<file path="config.mk">
export PLATFORM = sky130hd
export DESIGN_NAME = mem_arbiter
export DESIGN_NICKNAME = d
export VERILOG_FILES = /design/src/rtl/cpu_types_pkg.sv /design/src/rtl/arb_wait_timer.sv /design/src/rtl/mem_arbiter.sv
export SDC_FILE = /design/constraint.sdc
export NUM_CORES = 1
export LEC_CHECK = 0
export BUFFER_PORTS_ARGS = -buffer_cell sky130_fd_sc_hd__buf_2
export CAP_MARGIN = 10
export CORE_ASPECT_RATIO = 0.6
export CORE_UTILIZATION = 25
export CTS_BUF_LIST = sky130_fd_sc_hd__clkbuf_4 sky130_fd_sc_hd__clkbuf_8 sky130_fd_sc_hd__clkbuf_16
export DETAILED_ROUTE_END_ITERATION = 8
export GPL_TIMING_DRIVEN = 0
export PLACE_DENSITY = 0.55
export SLEW_MARGIN = 20
export SYNTH_ARGS = -nofsm -noshare
export SYNTH_HDL_FRONTEND = slang
export SYNTH_SLANG_ARGS = --single-unit
</file>
<file path="constraint.sdc">
create_clock -name CLK -period 6.8 [get_ports CLK]
set_clock_uncertainty 0.15 [all_clocks]
set_input_delay 0.68 -clock CLK [delete_from_list [all_inputs] [get_ports CLK]]
set_output_delay 0.68 -clock CLK [all_outputs]
set_load 0.02 [all_outputs]
</file>
<file path="src/rtl/cpu_types_pkg.sv">
// Shared CPU memory-protocol types plus the arbiter's own state and grant encodings.
package cpu_types_pkg;

  typedef logic [31:0] word_t;

  // Progress reported by the single-port RAM model.
  typedef enum logic [1:0] {
    FREE   = 2'd0,
    BUSY   = 2'd1,
    ACCESS = 2'd2,
    ERROR  = 2'd3
  } ramstate_t;

  typedef enum logic [1:0] {
    IDLE = 2'd0,
    IGNT = 2'd1,
    DGNT = 2'd2
  } arb_state_t;

  // Which requester completed most recently; the other one wins the next tie.
  typedef enum logic {
    GNT_I = 1'b0,
    GNT_D = 1'b1
  } grant_t;

endpackage

</file>
<file path="src/rtl/arb_wait_timer.sv">
// Counts cycles spent in a grant; tc flags the last cycle allowed before the
// grant is declared failed.
module arb_wait_timer #(
  parameter int TIMEOUT_CYC = 64
) (
  input  logic CLK,
  input  logic RST,
  input  logic clr,
  input  logic en,
  output logic tc
);

  localparam int W = (TIMEOUT_CYC > 2) ? $clog2(TIMEOUT_CYC) : 1;

  logic [W-1:0] cnt;

  // Clear dominates so every grant starts counting from zero.
  always_ff @(posedge CLK) begin
    if (RST || clr) begin
      cnt <= '0;
    end else if (en) begin
      cnt <= cnt + W'(1);
    end
  end

  assign tc = (cnt == W'(TIMEOUT_CYC - 1));

endmodule

</file>
<file path="src/rtl/mem_arbiter.sv">
// Two-requester (fetch / data) arbiter onto a single-port RAM with alternating
// tie-break, abort on withdrawal, halt gating, timeout/error flag and counters.
//
// state | meaning
// IDLE  | no grant; picks the next requester unless halt is high
// IGNT  | instruction fetch owns the RAM until ACCESS, abort, error or timeout
// DGNT  | data load/store owns the RAM until ACCESS, abort, error or timeout
module mem_arbiter import cpu_types_pkg::*; #(
  parameter int TIMEOUT_CYC = 64,
  parameter int CNT_W       = 32
) (
  input  logic             CLK,
  input  logic             RST,
  input  logic             iREN,
  input  word_t            iaddr,
  output word_t            iload,
  output logic             ihit,
  input  logic             dREN,
  input  logic             dWEN,
  input  word_t            daddr,
  input  word_t            dstore,
  output word_t            dload,
  output logic             dhit,
  input  logic             halt,
  output logic             ramREN,
  output logic             ramWEN,
  output word_t            ramaddr,
  output word_t            ramstore,
  input  word_t            ramload,
  input  ramstate_t        ramstate,
  output logic             err,
  output logic [CNT_W-1:0] icount,
  output logic [CNT_W-1:0] dcount
);

  arb_state_t state, nxt;
  grant_t     last_grant;
  logic       dreq;
  logic       set_err;
  logic       tc;
  logic       timer_clr;

  assign dreq      = dREN | dWEN;
  assign timer_clr = (state == IDLE) || (nxt == IDLE);

  arb_wait_timer #(.TIMEOUT_CYC(TIMEOUT_CYC)) u_wait_timer (
    .CLK (CLK),
    .RST (RST),
    .clr (timer_clr),
    .en  (state != IDLE),
    .tc  (tc)
  );

  // Next-state selection and RAM/hit drive from the state and the live requests.
  always_comb begin
    nxt      = state;
    ramREN   = 1'b0;
    ramWEN   = 1'b0;
    ramaddr  = '0;
    ramstore = '0;
    ihit     = 1'b0;
    dhit     = 1'b0;
    set_err  = 1'b0;
    case (state)
      IDLE: begin
        if (!halt) begin
          if (dreq && iREN) begin
            nxt = (last_grant == GNT_I) ? DGNT : IGNT;
          end else if (dreq) begin
            nxt = DGNT;
          end else if (iREN) begin
            nxt = IGNT;
          end
        end
      end
      IGNT: begin
        ramREN  = iREN;
        ramaddr = iaddr;
        if (!iREN) begin
          nxt = IDLE;
        end else if (ramstate == ERROR) begin
          set_err = 1'b1;
          nxt     = IDLE;
        end else if (ramstate == ACCESS) begin
          ihit = 1'b1;
          nxt  = IDLE;
        end else if (tc) begin
          set_err = 1'b1;
          nxt     = IDLE;
        end
      end
      DGNT: begin
        ramWEN   = dWEN;
        ramREN   = dREN & ~dWEN;
        ramaddr  = daddr;
        ramstore = dstore;
        if (!dreq) begin
          nxt = IDLE;
        end else if (ramstate == ERROR) begin
          set_err = 1'b1;
          nxt     = IDLE;
        end else if (ramstate == ACCESS) begin
          dhit = 1'b1;
          nxt  = IDLE;
        end else if (tc) begin
          set_err = 1'b1;
          nxt     = IDLE;
        end
      end
      default: nxt = IDLE;
    endcase
    // Reset takes the RAM away immediately, even mid-grant.
    if (RST) begin
      ramREN   = 1'b0;
      ramWEN   = 1'b0;
      ramaddr  = '0;
      ramstore = '0;
      ihit     = 1'b0;
      dhit     = 1'b0;
      set_err  = 1'b0;
    end
  end

  // Read data is only presented on a hit; a store hit returns zero.
  always_comb begin
    iload = ihit ? ramload : '0;
    dload = (dhit && !dWEN) ? ramload : '0;
  end

  // State register, tie-break memory, sticky error and completion counters.
  always_ff @(posedge CLK) begin
    if (RST) begin
      state      <= IDLE;
      last_grant <= GNT_I;
      err        <= 1'b0;
      icount     <= '0;
      dcount     <= '0;
    end else begin
      state <= nxt;
      if (set_err) begin
        err <= 1'b1;
      end
      if (ihit) begin
        icount     <= icount + CNT_W'(1);
        last_grant <= GNT_I;
      end
      if (dhit) begin
        dcount     <= dcount + CNT_W'(1);
        last_grant <= GNT_D;
      end
    end
  end

endmodule

</file>
==> impl_summary.md, run 1 <==
Cells and area
The number of diodes is 0. The layout has 1914 filler cells. The number of nets in the final layout is 1073. In the layout the commonest cells are sky130_fd_sc_hd__buf_2 (335), sky130_fd_sc_hd__nor2_1 (103), sky130_fd_sc_hd__and2_1 (102).

The leading cell type in the layout, fill and taps excluded is sky130_fd_sc_hd__buf_2. The finished cells cover 6930 um2. The post-layout instance count excluding filler cells is 1175. Of the cells placed in the final design, the portion with a size suffix greater than 1 is 40.3%. The layout-stage area growth over the synthesis result is 49.0%.

Critical path
In this run the worst path has a maximum fanout of 10. The end of the critical path is dload[7]. The data arrival time of the critical path is 2770 ps.

STA classifies the critical path endpoint as a primary output. In this run the worst setup path begins at state[0]. Data on the critical path is required at its endpoint by 5970 ps. In this run the critical register-to-register path is captured at icount[27]. The launching point of the worst reg2reg path is state[1]. Setup slack on the worst reg-to-reg path comes out at 3970 ps. The type of origin of the critical path is a flop. The path depth of the worst reg2reg path is 9.

The critical path is of the reg -> out type.

Outcome
The run finished with clean final reports.

Timing
Setup violations remaining at the end of the flow were counted as 0. The maximum frequency from static timing analysis is 0.278 GHz. The worst slew margin relative to its limit is 42.4%. The final hold violation count was 0. The shortest period the worst path allows is 3600 ps.

The max-slew violation count was 0. The slew at the pin closest to its max-slew limit is 856 ps. In the final timing run, aggregate negative setup slack is 0 ps.

Setup repair after global routing left no endpoint under its margin. The ratio of final minimum period to clock period is 52.9%.

Placed design
The number of port buffers is 331. In this run the cell area measured after placement is 6610 um2. At the end of routability-driven placement, the weighted congestion stood at 0.891. The detailed placer's ending HPWL is 14.5 mm. The placed cell count is 1159.

GRT
Entering global routing, the biggest net connects 14 pins. The via count of the first global-routing pass is 4680. The total routing usage reported by global routing is 18.2%. The initial antenna violation count is 1. The first global-routing pass estimated 26.7 mm of wire. The total congestion overflow after global routing is 0.

Floorplanning
The initialized floorplan defines 38 standard-cell rows. The area inside the core boundary is 18100 um2. The floorplan step set the die width to 178 um. The die covers 19200 um2. The top-level port count is 333. The starting density of the core is 25.7%.

The chip height is 108 um.

CTS
The total of cells resized after clock tree synthesis is 0. The CTS tree is yes. The longest clock path from root to sink contains 2 buffers. After clock tree synthesis, the setup repair step added 0 buffers. The number of hold buffers added after CTS is 0.

Clock latency on the worst-skew pair, taken at its later pin, is 340 ps. The number of H-tree levels is 3. The CTS root buffer is sky130_fd_sc_hd__clkbuf_16. The TritonCTS buffer count is 9. The number of sinks handled by clock tree synthesis is 74. After clock tree synthesis, the clock-pin slew on the worst setup and hold paths is 60 ps.

Power
The power density relative to cell area is 160 nW/um2. Across the VDD grid, the largest voltage drop is 133 uV. The analysis attributes to cell leakage a power of 3.44 nW.

Route
For this block, the via count after detailed routing is 5280. The remaining design rule violation count is 0. The first-iteration detailed-routing DRC count is 379.

After detailed routing, the average wire length per cell comes to 15.3 um. For this run, the detailed router's first-pass iteration total came to 5. Using the TritonRoute via totals, the vias-per-cell ratio works out to 4.49.

The routed design has 18.0 mm of wire. The detail route stage leaves a number of antenna-violating nets equal to 0.

Synth
Yosys mapped the design onto 49 distinct sky130hd cell types. In the synthesized netlist the async set-or-reset flop fraction comes to 0%. Counting flops with a built-in enable in the synthesized netlist gives 0.

The yosys synthesis warning count is 0. The most used flip-flop cell after synthesis is sky130_fd_sc_hd__dfxtp_1. Of the synthesized area, sequential elements account for 31.9%.

The number of nets in the synthesized netlist is 731. The cell count after synthesis is 588. In this run the mean area of a mapped cell was 7.91 um2.

The cell area that synthesis handed to floorplanning was 4650 um2. Synthesis inferred 74 register bits.

Job
Max-cap violations in this run came to 0.

Hold path
The worst hold path belongs to the class reg -> reg.
cell families after synthesis:
logic type                 synth area share (%)
and+or+nand+nor                            40.7
DFF                                        31.9
AOI/OAI and AO/OA                          9.18
xor gates and xnor gates                   10.5
buffers and inverters                      5.36
adders and majority gates                  1.88
muxes                                     0.484
sequential cells by signal, indices dropped and copies added, names as in the netlist:
name / count
err: 1
icount: 32
state: 2
dcount: 32
u_wait_timer.cnt: 6
last_grant: 1
power breakdown:
| part | switching, mW | total [mW] | internal [mW] |
|---|---|---|---|
| logic | 0.0853 | 0.147 | 0.0620 |
| registers | 0.00169 | 0.437 | 0.435 |
| clock network | 0.196 | 0.523 | 0.327 |
synth_stat cells (2+ instances only):
master                       n  area (um2)
sky130_fd_sc_hd__nand4_1    18         113
sky130_fd_sc_hd__nor2b_1     6        37.5
sky130_fd_sc_hd__xnor2_1    30         263
sky130_fd_sc_hd__o21ai_0    11        55.1
sky130_fd_sc_hd__nand3_1    21         105
sky130_fd_sc_hd__and4_1      7        61.3
sky130_fd_sc_hd__a31o_2      2        17.5
sky130_fd_sc_hd__xor2_1     26         228
sky130_fd_sc_hd__buf_1       2        7.51
sky130_fd_sc_hd__nor3_1     10        50.1
sky130_fd_sc_hd__buf_6       6        67.6
sky130_fd_sc_hd__nor4_1      9        56.3
sky130_fd_sc_hd__ha_1        7        87.6
sky130_fd_sc_hd__a22oi_1    32         240
sky130_fd_sc_hd__or3_1       9        56.3
sky130_fd_sc_hd__nand2_1    25        93.8
sky130_fd_sc_hd__nor2_1    103         387
sky130_fd_sc_hd__mux2_2      2        22.5
sky130_fd_sc_hd__dfxtp_1    74        1480
sky130_fd_sc_hd__a21oi_1    11        55.1
sky130_fd_sc_hd__and3_1      7        43.8
sky130_fd_sc_hd__buf_2       4        20.0
sky130_fd_sc_hd__nand4_2     2        25.0
sky130_fd_sc_hd__clkbuf_1   22        82.6
sky130_fd_sc_hd__nor4_4      4        85.1
sky130_fd_sc_hd__and2_1    102         638
sky130_fd_sc_hd__inv_1      14        52.6
area by class of cell:
type	instances	area [um2]	area share, %
Multi-Input combinational cell	464	2920	42.1
Timing Repair Buffer	331	1660	23.9
Sequential cell	74	1480	21.4
Tap cell	240	300	4.33
Clock buffer	10	233	3.36
Buffer	35	193	2.78
Clock inverter	6	90.1	1.30
Inverter	15	56.3	0.813
worst max-delay path, stage by stage (launching register included):
cell,delay (ps)
sky130_fd_sc_hd__dfxtp_1,340
sky130_fd_sc_hd__inv_1,110
sky130_fd_sc_hd__ha_1,150
sky130_fd_sc_hd__buf_2,200
sky130_fd_sc_hd__and4bb_2,290
sky130_fd_sc_hd__nand2_1,110
sky130_fd_sc_hd__nor2_1,480
sky130_fd_sc_hd__clkbuf_1,320
sky130_fd_sc_hd__and2_1,230
sky130_fd_sc_hd__buf_2,190
how the worst min path moves through the flow:
stage / from / endpoint / slack (ps) / depth (start not counted)
finish: u_wait_timer.cnt[0] / u_wait_timer.cnt[0] / 310 / 1
global route: u_wait_timer.cnt[0] / u_wait_timer.cnt[0] / 340 / 1
CTS: u_wait_timer.cnt[0] / u_wait_timer.cnt[0] / 310 / 1
detailed placement: u_wait_timer.cnt[0] / u_wait_timer.cnt[0] / 290 / 1
global placement: u_wait_timer.cnt[0] / u_wait_timer.cnt[0] / 280 / 1
floorplan: u_wait_timer.cnt[0] / u_wait_timer.cnt[0] / 270 / 1
metrics by stage:
| step | utilization [%] | setup slack [ps] | hold WS, ps | total power [mW] |
|---|---|---|---|---|
| after global placement | 36.5 | 3400 | 281 | 0.593 |
| after floorplan | - | 4130 | 268 | 0.521 |
| final | 38.3 | 3200 | 310 | 1.11 |
| after detailed placement | 36.5 | 3390 | 288 | 0.593 |
| after global routing | 38.3 | 2940 | 343 | 1.16 |
| after CTS | 38.3 | 3110 | 313 | 1.12 |
per-layer routing:
metal,up-vias,track usage [%],part of all wire (%),routed length (um)
met5,-,0,0,0
met4,0,2.93,0.49,89
met3,10,5.44,8.2,1480
met2,204,24.7,42,7510
met1,2383,27.7,50,8960
li1,2683,-,-,-
Power figures use the tool's default switching activity.
==> run 2: changes to the inputs <==
--- a/config.mk
+++ b/config.mk
@@ -12,7 +12,7 @@
 export CTS_BUF_LIST = sky130_fd_sc_hd__clkbuf_4 sky130_fd_sc_hd__clkbuf_8 sky130_fd_sc_hd__clkbuf_16
 export DETAILED_ROUTE_END_ITERATION = 8
 export GPL_TIMING_DRIVEN = 0
-export PLACE_DENSITY = 0.55
+export PLACE_DENSITY = 0.57
 export SLEW_MARGIN = 20
 export SYNTH_ARGS = -nofsm -noshare
 export SYNTH_HDL_FRONTEND = slang
==> constraint.sdc (replaced) <==
create_clock -name CLK -period 2.92 [get_ports CLK]
set_clock_uncertainty 0.15 [all_clocks]
set_input_delay 0.292 -clock CLK [delete_from_list [all_inputs] [get_ports CLK]]
set_output_delay 0.292 -clock CLK [all_outputs]
set_load 0.02 [all_outputs]
==> impl_summary.md, run 2 (synthesis results as in run 1) <==
CTS
The TritonCTS buffer count is 9 (unchanged). The maximum root-to-sink buffer count came to 2 (unchanged). The clock latency on the worst-skew pair is 340 ps (about the same).

The CTS root buffer is sky130_fd_sc_hd__clkbuf_16. The CTS clock-pin slew for the worst setup and hold paths is 60 ps (about the same). The number of hold buffers added after CTS is 0 (unchanged). The number of H-tree levels is 3 (unchanged). The number of sinks handled by clock tree synthesis came to 74 (unchanged).

TritonCTS built the clock tree.

Timing
The final hold violation count is 0 (unchanged). The slew at the pin closest to its max-slew limit is 723 ps (-133 ps). The total of endpoints with negative setup slack in the final report was 0 (unchanged). The max-slew violation count came to 0 (unchanged). The aggregate negative setup slack is 0 ps (unchanged). The smallest hold slack was 220 ps (-89.4 ps). The maximum frequency from static timing analysis is 0.362 GHz.

The ratio of final minimum period to clock period is 94.6%. The final worst slack came to 158 ps (-3050 ps). The shortest period the worst path allows is 2760 ps. The worst slew margin relative to its limit is 51.5% (+9.0 points).

GRT
The global-route wire length before repair is 26.9 mm (+0.72%). The pin count of the biggest net entering global routing is 14 (unchanged). The total congestion overflow after global routing came to 0 (unchanged). The via count of the first global-routing pass is 4556 (-2.6%). The total routing usage reported by global routing is 18.9% (+0.69 points). The initial antenna violation count is 1 (unchanged).

Critical path
Traced cell by cell, the critical path runs through inv_2, ha_1, clkbuf_4, and4bb_2, nand2_2, nor2_4, buf_4, clkbuf_4, and2_1, buf_4. The data arrival time of the critical path is 2320 ps (-450 ps). The count of buffering cells on the critical path with inverters included is 5 (+1).

The maximum fanout along the worst path is 10 (unchanged). The worst setup path category is reg -> out. The library cell contributing the largest single delay on the critical path is sky130_fd_sc_hd__dfxtp_1.

The type of origin of the critical path is a flop. The setup slack of the worst register-to-register path is 230 ps (-3740 ps). The data required time at the worst endpoint came to 2480 ps (-3490 ps). The longest individual stage delay on the worst path came to 340 ps (-140 ps). The capturing element type of the critical path is a primary output. The kind of cell adding the most delay to the critical path is simple AND/OR/NAND/NOR gates.

Power
The relative contribution of sequential cells to total power is 39.3% (-0.2 points). The internal power is 1.92 mW (+130%). The total design power was 2.59 mW (+130%). The power density relative to cell area came to 371 nW/um2 (+130%). The net switching power was 0.669 mW (+140%). The part of the power in combinational logic is 13.8% (+0.5 points). The static leakage power was 3.47 nW (+0.98%). The worst ir drop on vdd is 239 uV (+80%).

The clock power share is 46.9% (-0.3 points). The share of total power consumed by net switching is 25.8% (+0.29 points).

Cells and area
The utilization after layout was 38.6% (+0.35 points). Compared with the post-synthesis result, the final layout area differs by 50.4%. The number of nets in the final layout is 1076 (+0.28%). The design area was 6990 um2 (+0.90%). The library cell used most frequently in the layout, excluding fill and tap cells, is sky130_fd_sc_hd__buf_2.

The proportion of layout cells with a drive suffix above 1 is 41.7% (+1.4 points). The post-layout instance count excluding filler cells was 1178 (+0.26%). The library cells used most frequently in the layout, excluding fill and tap cells, are sky130_fd_sc_hd__buf_2 (333), sky130_fd_sc_hd__and2_1 (102), sky130_fd_sc_hd__nor2_1 (101).

The number of diodes is 0 (unchanged). In the final layout, the registers with the most flip-flops are dcount x32, icount x32, u_wait_timer.cnt x6.

Job
The total of max-cap violations is 0 (unchanged).

Placed design
The number of port buffers is 331 (unchanged). The detailed placer's ending HPWL was 15.5 mm (+6.6%). The worst setup slack after placement came to 20.4 ps (-3370 ps). The routability-driven placement congestion ratio is 0.881 (-1.2%). The area of placed instances was 6610 um2 (unchanged).

The placed cell count is 1159 (unchanged).

Route
The remaining antenna violation count is 0 (unchanged). The first-iteration detailed-routing DRC count is 389 (+2.6%). The average via count per standard cell is 4.62 (+2.7%). The remaining design rule violation count is 0 (unchanged).

The total iterations of the first detailed-routing run is 5 (unchanged). The final wirelength is 19.2 mm (+6.4%). The wire length per cell is 16.3 um (+6.1%). The routed via count is 5438 (+3.0%).

Floorplanning
The number of placement rows is 38 (unchanged). The area enclosed by the die boundary was 19200 um2 (unchanged). The area inside the core boundary is 18100 um2 (unchanged). The chip height is 108 um (unchanged). The top-level port count is 333 (unchanged). The horizontal die dimension came to 178 um (unchanged).

The starting density of the core is 25.7% (unchanged).

Outcome
The run finished with clean final reports.

Hold path
The type of the most critical hold path is in -> reg.
-- run 2: power by group through the flow --
stage	clock (mW)	sequential (mW)	combinational [mW]
CTS	1.25	1.02	0.350
finish	1.22	1.02	0.357
floorplan	0	1.04	0.171
detailed placement	0	1.04	0.347
global route	1.30	1.02	0.387
global placement	0	1.04	0.346
-- run 2: tightest hold or removal path, stage by stage --
cell	delay (ps)
sky130_fd_sc_hd__buf_6	150
sky130_fd_sc_hd__nor2_1	90
sky130_fd_sc_hd__mux2_2	140
-- run 2: layout make-up --
cell class / count / area [um2]
repair buffers: 334 / 1680
well taps: 240 / 300
clock inverters: 6 / 90.1
clock buffers: 10 / 233
fillers: 1935 / 11100
flip-flops and latches: 74 / 1480
multi-input cells: 464 / 2950
plain buffers: 35 / 204
inverters: 15 / 56.3
-- run 2: routing by layer --
metal	global-route usage, %	up-vias	wire length [um]
li1	-	2690	-
met1	28.8	2491	9310
met2	25.6	244	7930
met3	5.72	13	1830
met4	2.93	0	111
met5	0	-	0
-- run 2: final timing paths --
path / start / endpoint / depth (start not counted)
max: state[0] / dload[24] / 10
min: RST / icount[30] / 3
max reg2reg: state[1] / icount[28] / 8
min reg2reg: u_wait_timer.cnt[0] / u_wait_timer.cnt[0] / 1
-- run 2: repair_timing --
action                     in CTS  in global routing
setup endpoints to repair      59                 71
pin swaps                       0                  1
setup buffers                   0                  3
gates resized for setup         3                 19
